## config.mk

```make
export PLATFORM = sky130hd
export DESIGN_NAME = issue_buffer
export DESIGN_NICKNAME = d
export VERILOG_FILES = /design/src/rtl/issue_buffer.sv
export SDC_FILE = /design/constraint.sdc
export NUM_CORES = 2
export LEC_CHECK = 0
export BUFFER_PORTS_ARGS = -buffer_cell sky130_fd_sc_hd__buf_2
export CORE_MARGIN = 10
export CORE_UTILIZATION = 57
export CTS_CLUSTER_DIAMETER = 80
export CTS_CLUSTER_SIZE = 10
export DETAILED_ROUTE_END_ITERATION = 10
export PLACE_DENSITY = 0.9
export SKIP_CTS_REPAIR_TIMING = 1
export SLEW_MARGIN = 10
export SYNTH_ARGS = -nofsm -noshare
export SYNTH_HDL_FRONTEND = slang
export SYNTH_SLANG_ARGS = --single-unit
```

## constraint.sdc

```tcl
create_clock -name clk -period 8.3 [get_ports clk]
set_input_delay 0.83 -clock clk [delete_from_list [all_inputs] [get_ports clk]]
set_output_delay 0.83 -clock clk [all_outputs]
set_load 0.05 [all_outputs]
```

## src/rtl/issue_buffer.sv

```systemverilog
// Dual-ported in-order issue queue between decode and execute: accepts up to two
// entries per cycle and presents the two oldest, pairing them only when legal.
module issue_buffer #(
  parameter int unsigned DEPTH     = 16,
  parameter int unsigned PAYLOAD_W = 96
) (
  input  logic                 clk,
  input  logic                 rst,
  input  logic                 in_valid0,
  input  logic                 in_valid1,
  input  logic [PAYLOAD_W-1:0] in_data0,
  input  logic [PAYLOAD_W-1:0] in_data1,
  output logic                 in_ready,
  input  logic                 flush,
  input  logic                 stall,
  output logic                 out_valid0,
  output logic                 out_valid1,
  output logic [PAYLOAD_W-1:0] out_data0,
  output logic [PAYLOAD_W-1:0] out_data1
);

  localparam int unsigned PTR_W = $clog2(DEPTH);
  localparam int unsigned CNT_W = $clog2(DEPTH + 1);

  logic [PAYLOAD_W-1:0] mem_q [DEPTH];

  logic [PTR_W-1:0] rd_ptr_q, rd_ptr_d;
  logic [PTR_W-1:0] wr_ptr_q, wr_ptr_d;
  logic [CNT_W-1:0] count_q,  count_d;

  logic             push_ok;
  logic [1:0]       n_push;
  logic [1:0]       n_pop;
  logic             we0, we1;
  logic [PTR_W-1:0] wa0, wa1;
  logic [PTR_W-1:0] rd_ptr_p1;
  logic             raw;
  logic             pair_ok;

  always_comb begin
    in_ready  = (count_q <= CNT_W'(DEPTH - 2));
    push_ok   = in_ready & ~flush;

    // Slot 1 lands directly behind slot 0 when both are valid, else at wr_ptr.
    we0       = push_ok & in_valid0;
    we1       = push_ok & in_valid1;
    wa0       = wr_ptr_q;
    wa1       = wr_ptr_q + PTR_W'(in_valid0);
    n_push    = push_ok ? ({1'b0, in_valid0} + {1'b0, in_valid1}) : 2'd0;

    rd_ptr_p1 = rd_ptr_q + PTR_W'(1);
    out_data0 = mem_q[rd_ptr_q];
    out_data1 = mem_q[rd_ptr_p1];

    // Second slot may not read the head's destination, and at most one
    // non-simple op may issue per cycle.
    raw       = out_data0[5] & (out_data0[4:0] != 5'd0) &
                ((out_data1[10:6] == out_data0[4:0]) | (out_data1[15:11] == out_data0[4:0]));
    pair_ok   = ~raw & (out_data0[16] | out_data1[16]);

    out_valid0 = (count_q >= CNT_W'(1)) & ~flush;
    out_valid1 = (count_q >= CNT_W'(2)) & ~flush & pair_ok;
    n_pop      = stall ? 2'd0 : ({1'b0, out_valid0} + {1'b0, out_valid1});

    rd_ptr_d = rd_ptr_q + PTR_W'(n_pop);
    wr_ptr_d = wr_ptr_q + PTR_W'(n_push);
    count_d  = count_q + CNT_W'(n_push) - CNT_W'(n_pop);
    if (flush) begin
      rd_ptr_d = '0;
      wr_ptr_d = '0;
      count_d  = '0;
    end
  end

  always_ff @(posedge clk) begin
    if (rst) begin
      rd_ptr_q <= '0;
      wr_ptr_q <= '0;
      count_q  <= '0;
    end else begin
      rd_ptr_q <= rd_ptr_d;
      wr_ptr_q <= wr_ptr_d;
      count_q  <= count_d;
    end
  end

  always_ff @(posedge clk) begin
    if (we0) mem_q[wa0] <= in_data0;
    if (we1) mem_q[wa1] <= in_data1;
  end

endmodule

```

-- After elaboration in Yosys (flattened, before gate mapping)
Memories as Yosys holds them, arrays and structs flattened. A register that Yosys moved wholly into a read port is not among the register bits.
Index checks and enable logic that the tools add are counted.
- register bits after elaboration: 13
- memory bits (writable): 1536
- input port bits: 198
- output and inout bits: 195
- word-level logic and storage cells: 39
- memories kept: 1
- add/sub/neg operators: 8
- order comparisons: 3
- equal/unequal tests: 2
- multiplexer cells: 7
- bitwise operators: 13
- reduce and logical (&&, ||, !) cells: 2
- memories (name ; words ; bits a word ; read ports ; clocked after Yosys merged registers in ; write ports ; line ; source):
    mem_q ; 16 ; 96 ; 2 ; 1 ; 2 ; 25 ; logic [PAYLOAD_W-1:0] mem_q [DEPTH];
- operators by type and width (kind ; count):
    5-bit equality test ; 2
    1-bit AND ; 9
    4-bit by 2-bit adder with 4-bit output ; 2
    5-bit by 2-bit adder with 5-bit output ; 1
    5-bit by 1-bit >= comparator with 1-bit output (second input constant) ; 1
    5-bit by 2-bit >= comparator with 1-bit output (second input constant) ; 1
    5-bit by 4-bit less-or-equal comparator with 1-bit output (second input constant) ; 1
    5-bit nonzero test ; 1
    5-bit by 2-bit subtractor with 5-bit output ; 1
    1-bit by 1-bit adder with 2-bit output ; 2
    4-bit by 1-bit adder with 4-bit output ; 1
    4-bit by 1-bit adder with 4-bit output (second input constant) ; 1
    1-bit 2-to-1 mux ; 4
    2-bit 2-to-1 mux ; 2
    4-bit 2-to-1 mux ; 1
    1-bit NOT ; 2
    1-bit bitwise OR ; 2
    2-bit OR reduction ; 1

-- Depth between registers and ports, before layout
An unclocked memory read counts as a cell.
- depth in word-level cells: 12
- depth in mapped cells: 21
- gate-level depth less buffers: 18

-- Least setup slack after synthesis
Ideal clock, no wire load.
- kind: register -> register
- start point: reg count_q[2]
- end point: mem mem_q[6][0] (enable)
- library setup time: 683 ps
- data arrival time: 8444 ps
- required time: 7617 ps
- setup slack: -827 ps
- stages on the path, launching flop included: 8
- buffers on the path: 1
- clock period less this slack: 9127 ps
- cells stage by stage: dfxtp_1 -> ha_1 -> nand2b_1 -> a41oi_2 -> nor2b_1 -> buf_4 -> nand4_1 -> o21ai_0
- RTL lines (element ; line ; source):
    from (decl) ; 29 ; logic [CNT_W-1:0] count_q, count_d;
    from (signal assigned) ; 83 ; count_q <= count_d;
    to (decl) ; 25 ;

-- Worst setup path in the final report
- start point: reg rd_ptr_q[1]
- end point: out out_data1[5]
- cells in the longest elaborated chain, start to end: 2
- RTL lines (element ; line ; source):
    from (decl) ; 27 ; logic [PTR_W-1:0] rd_ptr_q, rd_ptr_d;
    from (signal assigned) ; 81 ; rd_ptr_q <= rd_ptr_d;
    4-bit by 1-bit adder with 4-bit output ; 51 ; rd_ptr_p1 = rd_ptr_q + PTR_W'(1);
    memory 16 x 96 bit ; -- ;
    to (decl) ; 19 ; output logic [PAYLOAD_W-1:0] out_data1
Every way passes these cells.

==> metrics.txt <==
status finished clean; Hold Path Stages 3; Tot GR Track Use 0.322; CTS tree done; Area contributors post-synth edfxtp_1 51%, mux2_2 18%, mux4_2 17%; final slew viol count 0; Ports 393; setup violators final 0; CTS HTree Levels 4; Fin. Hold Viols 0; Crit Path Max Fanout 68; Die Y 417 microns; setup ws final 1.22 ns; Die ar. 174000 sq um; final core occ 0.624; syn_area_per_cell 16.6 sq um; starting DRC count in detailed routing between 9000 and 10000; Detail Route met3 WL 36100 microns; Seq cells post-synth 1549; Layout area overhead 8.66%; max-cap violations 0; port bufs 392; drt pass-1 iters 6; cts bufs inserted 173; initial core utilization 0.574; Post-Synthesis Cells 5410; Overflow after GRT 0; standby leakage power 0.0306 uW; post-route ant nets 0; Distinct cells, synth 47; vias per std cell 7.58; Clock transition at path regs ~0.06 ns; antenna violations before repair 83; Crit Path Class flop to output port; VDD IR-drop max 0.221 mV; Synth top area share 0.513; most common cell in the synthesized netlist edfxtp_1; share of cells above drive strength 1 0.513; EDFF count, synth 1536; FF-to-FF path depth 19; total number of vias ~58000; post-route cell area ~98000 sq um; crit path from rd_ptr_q[1]$_SDFF_PP0_; wire length on met1 93500 microns; first-pass GRT wire length around 400000 microns; Clock Sinks 1549; CTS root buf clkbuf_16; Place WS 1.92 ns; Area after DPL 92900 sq um; RD Place Congestion around 0.88; beginning of the worst hold path flush; Synth Cell Area approximately 90000 sq um; Die Wd around 420 microns; met2 wire length 135000 microns; worst-margin pin slew 1.23 ns; Async SR Flop Fraction 0; critical path arrival around 6.3 ns; Post-Route WL between 200000 and 300000 microns; post-layout min period roughly 7.1 ns; register area share after synthesis 0.516; routed len/inst 37.5 microns; DRC viols 0; Worst Skew 0.0431 ns; post-route clock period utilization 0.853; FMAX 141 MHz; RSZ-0062 raised after global routing no; vias in the first global route around 59000; RR Startpoint rd_ptr_q[1]$_SDFF_PP0_; largest net degree at the start of global routing about 150; CP endpoint kind output port; worst hold path class input pin to flop; Main synth FF type edfxtp_1; Final #Nets roughly 5700; final hold slack 0.396 ns; pwr/cell area 211 nW/um^2; area leader, netlist edfxtp_1; commonest cells in the netlist 1536 x edfxtp_1, 1408 x mux2_2, 672 x mux4_2; Post-DP HPWL 154000 microns; Mapped Nets 5630; relative slew slack 0.181; Core Box Area approximately 160000 sq um; Synthesis Warnings 0; total power 20700 uW; startpoint types flop; Core Rows 145; Worst-Skew Late Latency approximately 0.85 ns; Top Layer Used met5; Clock Path Buffers 3; CP Data Required Time ~7.5 ns
-- cells by family (layout without fill, tap and decap cells) --
logic type                 Yosys count  count (layout)  share of synthesized area
muxes                             2592            2592                      0.403
other                                0              55                          0
adders and majority gates           22              22                    0.00340
xor gates and xnor gates            18              18                    0.00175
and+or+nand+nor                    165             165                    0.00828
buffers and inverters              646             732                     0.0327
AOI/OAI and AO/OA                  418             418                     0.0344
DFF                               1549            1549                      0.516
-- metrics by stage --
step / cells / setup TNS, ns
2_1_floorplan: 5410 / -553.69
6_report: 7609 / 0
4_1_cts: 7554 / 0
3_5_place_dp: 7343 / 0
3_3_place_gp: 7343 / 0
5_1_grt: 7601 / 0
-- flip-flops by register name, indices dropped and copies added, names as in the netlist --
name      flops
count_q       5
mem_q      1536
rd_ptr_q      4
wa0           4
-- path summary, 6_finish.rpt --
path	to	slack, ns
setup reg to reg	count_q[4]$_SDFF_PP0_	1.93
hold reg to reg	wa0[3]$_SDFF_PP0_	0.67
hold / removal	wa0[0]$_SDFF_PP0_	0.40
setup / recovery	out_data1[5]	1.22
-- area by class of cell --
| type | count | area, sq um |
|---|---|---|
| Fill cell | 10800 | 58900 |
| Sequential cell | 1549 | 46400 |
| Multi-Input combinational cell | 3215 | 40900 |
| Clock buffer | 198 | 4510 |
| Timing Repair Buffer | 502 | 2900 |
| Tap cell | 2058 | 2570 |
| Clock inverter | 13 | 183 |
| Antenna cell | 55 | 138 |
| Inverter | 19 | 76.3 |
-- cells in the final DEF, fill, tap and decap left out, types with 10 or more instances in the layout --
master        n
a22oi_1      95
buf_2       392
edfxtp_1   1536
ha_1         17
mux2_1      128
nand2_1     104
clkbuf_16   177
a221oi_1    192
mux2_2     1408
mux4_2      672
mux2i_1     384
nor2_1       11
clkbuf_1     21
o21ai_0      99
buf_4       101
inv_1        18
xnor2_1      14
o21ai_4      10
diode_2      55
-- routing by layer --
metal | track usage | vias to the layer above
met2 | 0.499 | 4729
met5 | 0 | -
met1 | 0.395 | 29400
li1 | - | 22500
met4 | 0.228 | 38
met3 | 0.0792 | 1032
-- power by group --
part | switching [uW] | internal, uW
logic | 2950 | 1950
registers | 90.7 | 8800
clock network | 3070 | 3790
-- critical path, stage by stage, from the launching register on --
cell	delay, ns
dfxtp_4	0.96
ha_4	0.85
buf_4	0.96
buf_4	0.99
mux4_2	0.60
mux4_2	0.58
buf_2	0.26
(Power assumes the default switching activity.)
